[config.mk]
export PLATFORM = sky130hd
export DESIGN_NAME = therm_ramp_decoder
export DESIGN_NICKNAME = d
export VERILOG_FILES = /design/src/rtl/therm_pkg.sv /design/src/rtl/therm_step_timer.sv /design/src/rtl/therm_ramp_decoder.sv
export SDC_FILE = /design/constraint.sdc
export NUM_CORES = 1
export LEC_CHECK = 0
export CORE_AREA = 2 2 102 55
export CTS_BUF_LIST = sky130_fd_sc_hd__clkbuf_4
export DETAILED_ROUTE_END_ITERATION = 10
export DIE_AREA = 0 0 104 57
export GPL_ROUTABILITY_DRIVEN = 0
export PLACE_DENSITY = 0.59
export REMOVE_ABC_BUFFERS = 1
export SYNTH_ARGS = -nofsm -noshare
export SYNTH_HDL_FRONTEND = slang
export SYNTH_HIERARCHICAL = 1
export SYNTH_SLANG_ARGS = --single-unit
[constraint.sdc]
create_clock -name clk -period 2.87 [get_ports clk]
set_input_delay 0.4305 -clock clk [delete_from_list [all_inputs] [get_ports clk]]
set_output_delay 0.4305 -clock clk [all_outputs]
set_load 0.02 [all_outputs]
[src/rtl/therm_pkg.sv]
// Shared types and constants for the thermometer ramp decoder.
package therm_pkg;

    localparam int unsigned BIN_W   = 4;
    localparam int unsigned THERM_W = 15;
    // Step prescaler width; STEP_CYCLES is limited to 1..255.
    localparam int unsigned CNT_W   = 8;

    typedef enum logic [1:0] {
        IDLE = 2'd0,
        RAMP = 2'd1,
        DONE = 2'd2
    } state_t;

    // Reference thermometer code for a level: bits [lvl-1:0] set.
    function automatic logic [THERM_W-1:0] bin2therm(input logic [BIN_W-1:0] lvl);
        logic [THERM_W:0] w_one;
        w_one = (THERM_W+1)'(1) << lvl;
        return THERM_W'(w_one - (THERM_W+1)'(1));
    endfunction

endpackage

[src/rtl/therm_step_timer.sv]
// Step prescaler: o_tick_c fires once every STEP_CYCLES enabled cycles.
// o_tick_c is decoded from the counter register and the enable/clear inputs.
module therm_step_timer
    import therm_pkg::*;
#(
    parameter int unsigned STEP_CYCLES = 1
) (
    input  logic clk,
    input  logic rst,
    input  logic i_clear,
    input  logic i_en,
    output logic o_tick_c
);

    localparam logic [CNT_W-1:0] LAST = CNT_W'(STEP_CYCLES - 1);

    logic [CNT_W-1:0] r_cnt;
    logic             w_last;

    assign w_last   = (r_cnt == LAST);
    assign o_tick_c = i_en && w_last && !i_clear;

    // Count enabled cycles, wrapping on the step boundary.
    always_ff @(posedge clk) begin
        if (rst) begin
            r_cnt <= '0;
        end else if (i_clear) begin
            r_cnt <= '0;
        end else if (i_en) begin
            r_cnt <= w_last ? '0 : r_cnt + CNT_W'(1);
        end
    end

endmodule

[src/rtl/therm_ramp_decoder.sv]
// Binary-to-thermometer decoder that walks one bit per step toward the target.
// Optional feature macro: THERM_ABORT_EN adds the abort input.
module therm_ramp_decoder
#(
    parameter int unsigned STEP_CYCLES = 1,
    parameter int unsigned BIN_W       = therm_pkg::BIN_W,
    parameter int unsigned THERM_W     = therm_pkg::THERM_W
) (
    input  logic               clk,
    input  logic               rst,
`ifdef THERM_ABORT_EN
    input  logic               abort,
`endif
    input  logic               in_valid,
    output logic               in_ready,
    input  logic [BIN_W-1:0]   in_code,
    output logic [THERM_W-1:0] therm,
    output logic [BIN_W-1:0]   level,
    output logic               busy,
    output logic               done
);

    import therm_pkg::state_t;
    import therm_pkg::IDLE;
    import therm_pkg::RAMP;
    import therm_pkg::DONE;

    state_t             r_state;
    logic [THERM_W-1:0] r_therm;
    logic [BIN_W-1:0]   r_level;
    logic [BIN_W-1:0]   r_target;
    logic               r_in_ready;
    logic               r_busy;
    logic               r_done;

    logic               w_accept;
    logic               w_ramp;
    logic               w_tick;
    logic               w_abort;
    logic               w_up;
    logic [BIN_W-1:0]   w_level_inc;
    logic [BIN_W-1:0]   w_level_dec;
    logic [BIN_W-1:0]   w_level_next;

`ifdef THERM_ABORT_EN
    assign w_abort = abort;
`else
    assign w_abort = 1'b0;
`endif

    assign w_accept     = (r_state == IDLE) && in_valid && r_in_ready;
    assign w_ramp       = (r_state == RAMP);
    assign w_up         = (r_target > r_level);
    assign w_level_inc  = r_level + BIN_W'(1);
    assign w_level_dec  = r_level - BIN_W'(1);
    assign w_level_next = w_up ? w_level_inc : w_level_dec;

    therm_step_timer #(
        .STEP_CYCLES (STEP_CYCLES)
    ) u_timer (
        .clk      (clk),
        .rst      (rst),
        .i_clear  (w_accept),
        .i_en     (w_ramp),
        .o_tick_c (w_tick)
    );

    // Control FSM plus thermometer/level registers; reset dominates everything.
    always_ff @(posedge clk) begin
        if (rst) begin
            r_state    <= IDLE;
            r_therm    <= '0;
            r_level    <= '0;
            r_target   <= '0;
            r_in_ready <= 1'b1;
            r_busy     <= 1'b0;
            r_done     <= 1'b0;
        end else begin
            r_done <= 1'b0;
            case (r_state)
                IDLE: begin
                    if (w_accept) begin
                        r_target   <= in_code;
                        r_in_ready <= 1'b0;
                        if (in_code == r_level) begin
                            // Already there: report completion without touching therm.
                            r_state <= DONE;
                            r_done  <= 1'b1;
                        end else begin
                            r_state <= RAMP;
                            r_busy  <= 1'b1;
                        end
                    end
                end
                RAMP: begin
                    if (w_abort) begin
                        // Freeze at the current level; a coincident step is dropped.
                        r_state    <= IDLE;
                        r_busy     <= 1'b0;
                        r_in_ready <= 1'b1;
                    end else if (w_tick) begin
                        if (w_up) begin
                            r_therm[r_level]     <= 1'b1;
                        end else begin
                            r_therm[w_level_dec] <= 1'b0;
                        end
                        r_level <= w_level_next;
                        if (w_level_next == r_target) begin
                            r_state <= DONE;
                            r_busy  <= 1'b0;
                            r_done  <= 1'b1;
                        end
                    end
                end
                DONE: begin
                    r_state    <= IDLE;
                    r_in_ready <= 1'b1;
                end
                default: begin
                    r_state    <= IDLE;
                    r_busy     <= 1'b0;
                    r_in_ready <= 1'b1;
                end
            endcase
        end
    end

    assign in_ready = r_in_ready;
    assign therm    = r_therm;
    assign level    = r_level;
    assign busy     = r_busy;
    assign done     = r_done;

endmodule

==> results.md <==
* Starting DRC count in detailed routing at 165
* Finish-stage setup viols at 0
* MaxCap Viol Count at 0
* Post-route DRC violation count at 0
* Initial Utilization at 37.4%
* Sequential fraction of the synthesis area at 37.5%
* Post-Syn Instances at 219
* CTS tree: yes
* Vias in the first global route at 1475
* Non-filler cells, final at 328
* Synth Area in Simple Gates at 20.2%
* Hold_sp: in_ready
* Worst-path clk slew at 0.12 ns
* Util after Layout at 46.8%
* DIE AREA at 5930 um2
* Die Y-Extent at 57 um
* CP cell instances: inv_1 -> ha_1 -> nor2b_1 -> o211ai_1 -> a21o_2 -> mux2i_1 -> mux2i_1 -> a211oi_1
* Wirelength per Cell at 14.6 um
* Commonest non-fill, non-tap cell in the layout: dfxtp_1
* Slew headroom at 52.9%
* CP required at 3.08 ns
* Post-synthesis cell type count at 46
* Via count at 1675
* Int Power at 0.816 mW
* CP peak stage delay at 0.48 ns
* Outcome: finished clean
* Reg-to-Reg End: r_state[0]
* Post-synthesis compound-gate area fraction at 21.4%
* Die X at 104 um
* Critical R2R Launch: level[1]
* Row count at 19
* Initial antenna violation count at 0
* Final hold violations at 0
* GR Util All Layers at 16.8%
* Synthesized area at 1920 um2
* Final period utilization at 94.1%
* Worst-case reg-to-reg path depth at 8
* Synth Area in XOR/XNOR at 6.84%
* Design area at 2400 um2
* DPL Wire Length at 3620 um
* Worst Hold Endpoint: in_ready
* Worst hold path class: reg -> reg
* VDD IR-drop max at 0.192 mV
* Power per cell area at 487 nW/um2
* Final WL at 4800 um
* H-Tree Depth at 2
* Tot Pwr at 1.17 mW
* RSZ-0062 raised after global routing: false
* Sink Count at 36
* GRT Residual Overflow at 0
* Largest net degree at the start of global routing at 17
* Fin Setup TNS at 0 ns
* Placed insts at 318
* Comb pwr share at 23.4%
* Worst EP arrival at 2.91 ns
* Post-synth EDFFs at 0
* Clock Power Share at 31.7%
* Final min period at 2.70 ns
* Post-cts resize count at 0
* Measured slew at the worst slew-check pin at 0.704 ns
* Placed Area at 2310 um2
* CTS buffer count at 5
* Fmax at 370 MHz
* Seq pwr share at 44.8%
* Slew Viols, Final at 0
* Synthesis Warnings at 6
* Post-DR vias/cell at 5.11
* Deepest clock path buffer count at 2
* First-pass GRT wire length at 7730 um
* Largest family of logic cells by synthesized area: compound AO/OA/AOI/OAI gates
* Post-synthesis mux area share at 3.13%
* Top Ports at 29
* Async set-reset flop share out of synthesis at 0%
* Layout cell share with drive strength beyond 1 at 11.4%
* Antenna cells at 0
* Adder-Cell Fraction of Synth Area at 6.51%
* Worst reg2reg setup slack at 0.17 ns
* Worst Setup Start Kind: register
* Fin nets at 271
* Slowest CP cell: dfxtp_1
* Worst-Skew Late Latency at 0.35 ns
* Hold Crit Depth at 1
* Sw frac at 30.3%
* Most frequent cells in the layout: dfxtp_1 (36), clkdlybuf4s50_1 (28), nor2_1 (26)
* DR pass1 iterations at 4
* I/O Buffers at 28
* Most used cell, CP: mux2i_1
* Pleak at 0.873 nW
* Crit-path max FO at 7
* Root buffer cell: clkbuf_4
* CP Class: reg -> reg
* Area Overhead vs Synth at 25.1%
* Mean Syn Cell Area at 8.78 um2
* Synth Flop Type: dfxtp_1
* NetSw at 0.355 mW
* Core area at 5130 um2
* CP Capture Type: register
* Max Clock Skew at 0.00816 ns
* Post-route ant nets at 0
* Flops & latches, synth at 36
## power groups by stage
stage,Combinational [mW],Clock [mW],Sequential (mW)
after floorplan,0.174,0,0.542
after global placement,0.261,0,0.535
after detailed placement,0.259,0,0.536
after CTS,0.261,0.377,0.525
after global routing,0.298,0.398,0.527
final,0.275,0.372,0.525
## kinds of logic after synthesis
kind of cell    after synthesis
fa+ha+maj                    10
buf+inv                      20
compound gates               61
simple gates                 71
flops                        36
mux                           6
xor+xnor                     15
## area by class of cell
type                    count  area [um2]
clock buffers               5        37.5
repair buffers             36         353
fillers                   525        2730
clock inverters             3        42.5
inverters                  12        45.0
well taps                  73        91.3
multi-input cells         163        1110
flip-flops and latches     36         721
## worst max path at each step
stage / start / slack, ns / end / cells past startpoint
2_1_floorplan: level[1] / 0.43 / r_state[0] / 8
3_3_place_gp: level[1] / 0.31 / r_state[0] / 8
3_5_place_dp: level[1] / 0.16 / r_state[0] / 8
4_1_cts: level[1] / 0.16 / r_state[0] / 8
5_1_grt: level[1] / 0.05 / r_state[0] / 8
6_report: level[1] / 0.17 / r_state[0] / 8
## metal layers
metal  track usage, %  up-vias  share of wire [%]  wire, um
li1                 -      859                  -         -
met1             29.1      760                 60      2860
met2             18.4       52                 32      1550
met3             4.34        4                7.4       355
met4             5.21        0               0.81        39
met5                0        -                  0         0
## through the flow
stage / hold WS, ns / setup WS (ns)
2_1_floorplan: 0.466 / 0.427
6_report: 0.496 / 0.169
4_1_cts: 0.497 / 0.161
5_1_grt: 0.542 / 0.0472
3_5_place_dp: 0.472 / 0.164
3_3_place_gp: 0.464 / 0.311
## critical path, delay by kind of cell (launching register included)
kind | cells | cell delay [ns]
adders and majority gates | 1 | 0.33
muxes | 2 | 0.72
DFF | 1 | 0.48
and+or+nand+nor | 1 | 0.14
AOI/OAI and AO/OA | 3 | 0.76
buffers and inverters | 1 | 0.14
## flip-flops by register name, indices dropped and copies added (netlist names)
register / count
therm: 15
u_timer/r_cnt: 8
level: 4
r_target: 4
r_state: 2
busy: 1
done: 1
in_ready: 1
## Yosys cell counts, types with 5 or more instances
cell type,n,area [um2]
dfxtp_1,36,721
nor2_1,26,97.6
a21oi_1,19,95.1
a211oi_1,13,97.6
inv_1,12,45.0
ha_1,10,125
xnor2_1,10,87.6
nand2_1,8,30.0
a31oi_1,6,37.5
mux2i_1,6,60.1
o21ai_0,6,30.0
and3_1,5,31.3
xor2_1,5,43.8
## repair_timing
| item | in CTS | in global routing |
|---|---|---|
| hold buffers | 0 | 0 |
| setup endpoints to repair | 0 | 1 |
| setup buffers | 0 | 2 |
(Power assumes the default switching activity.)
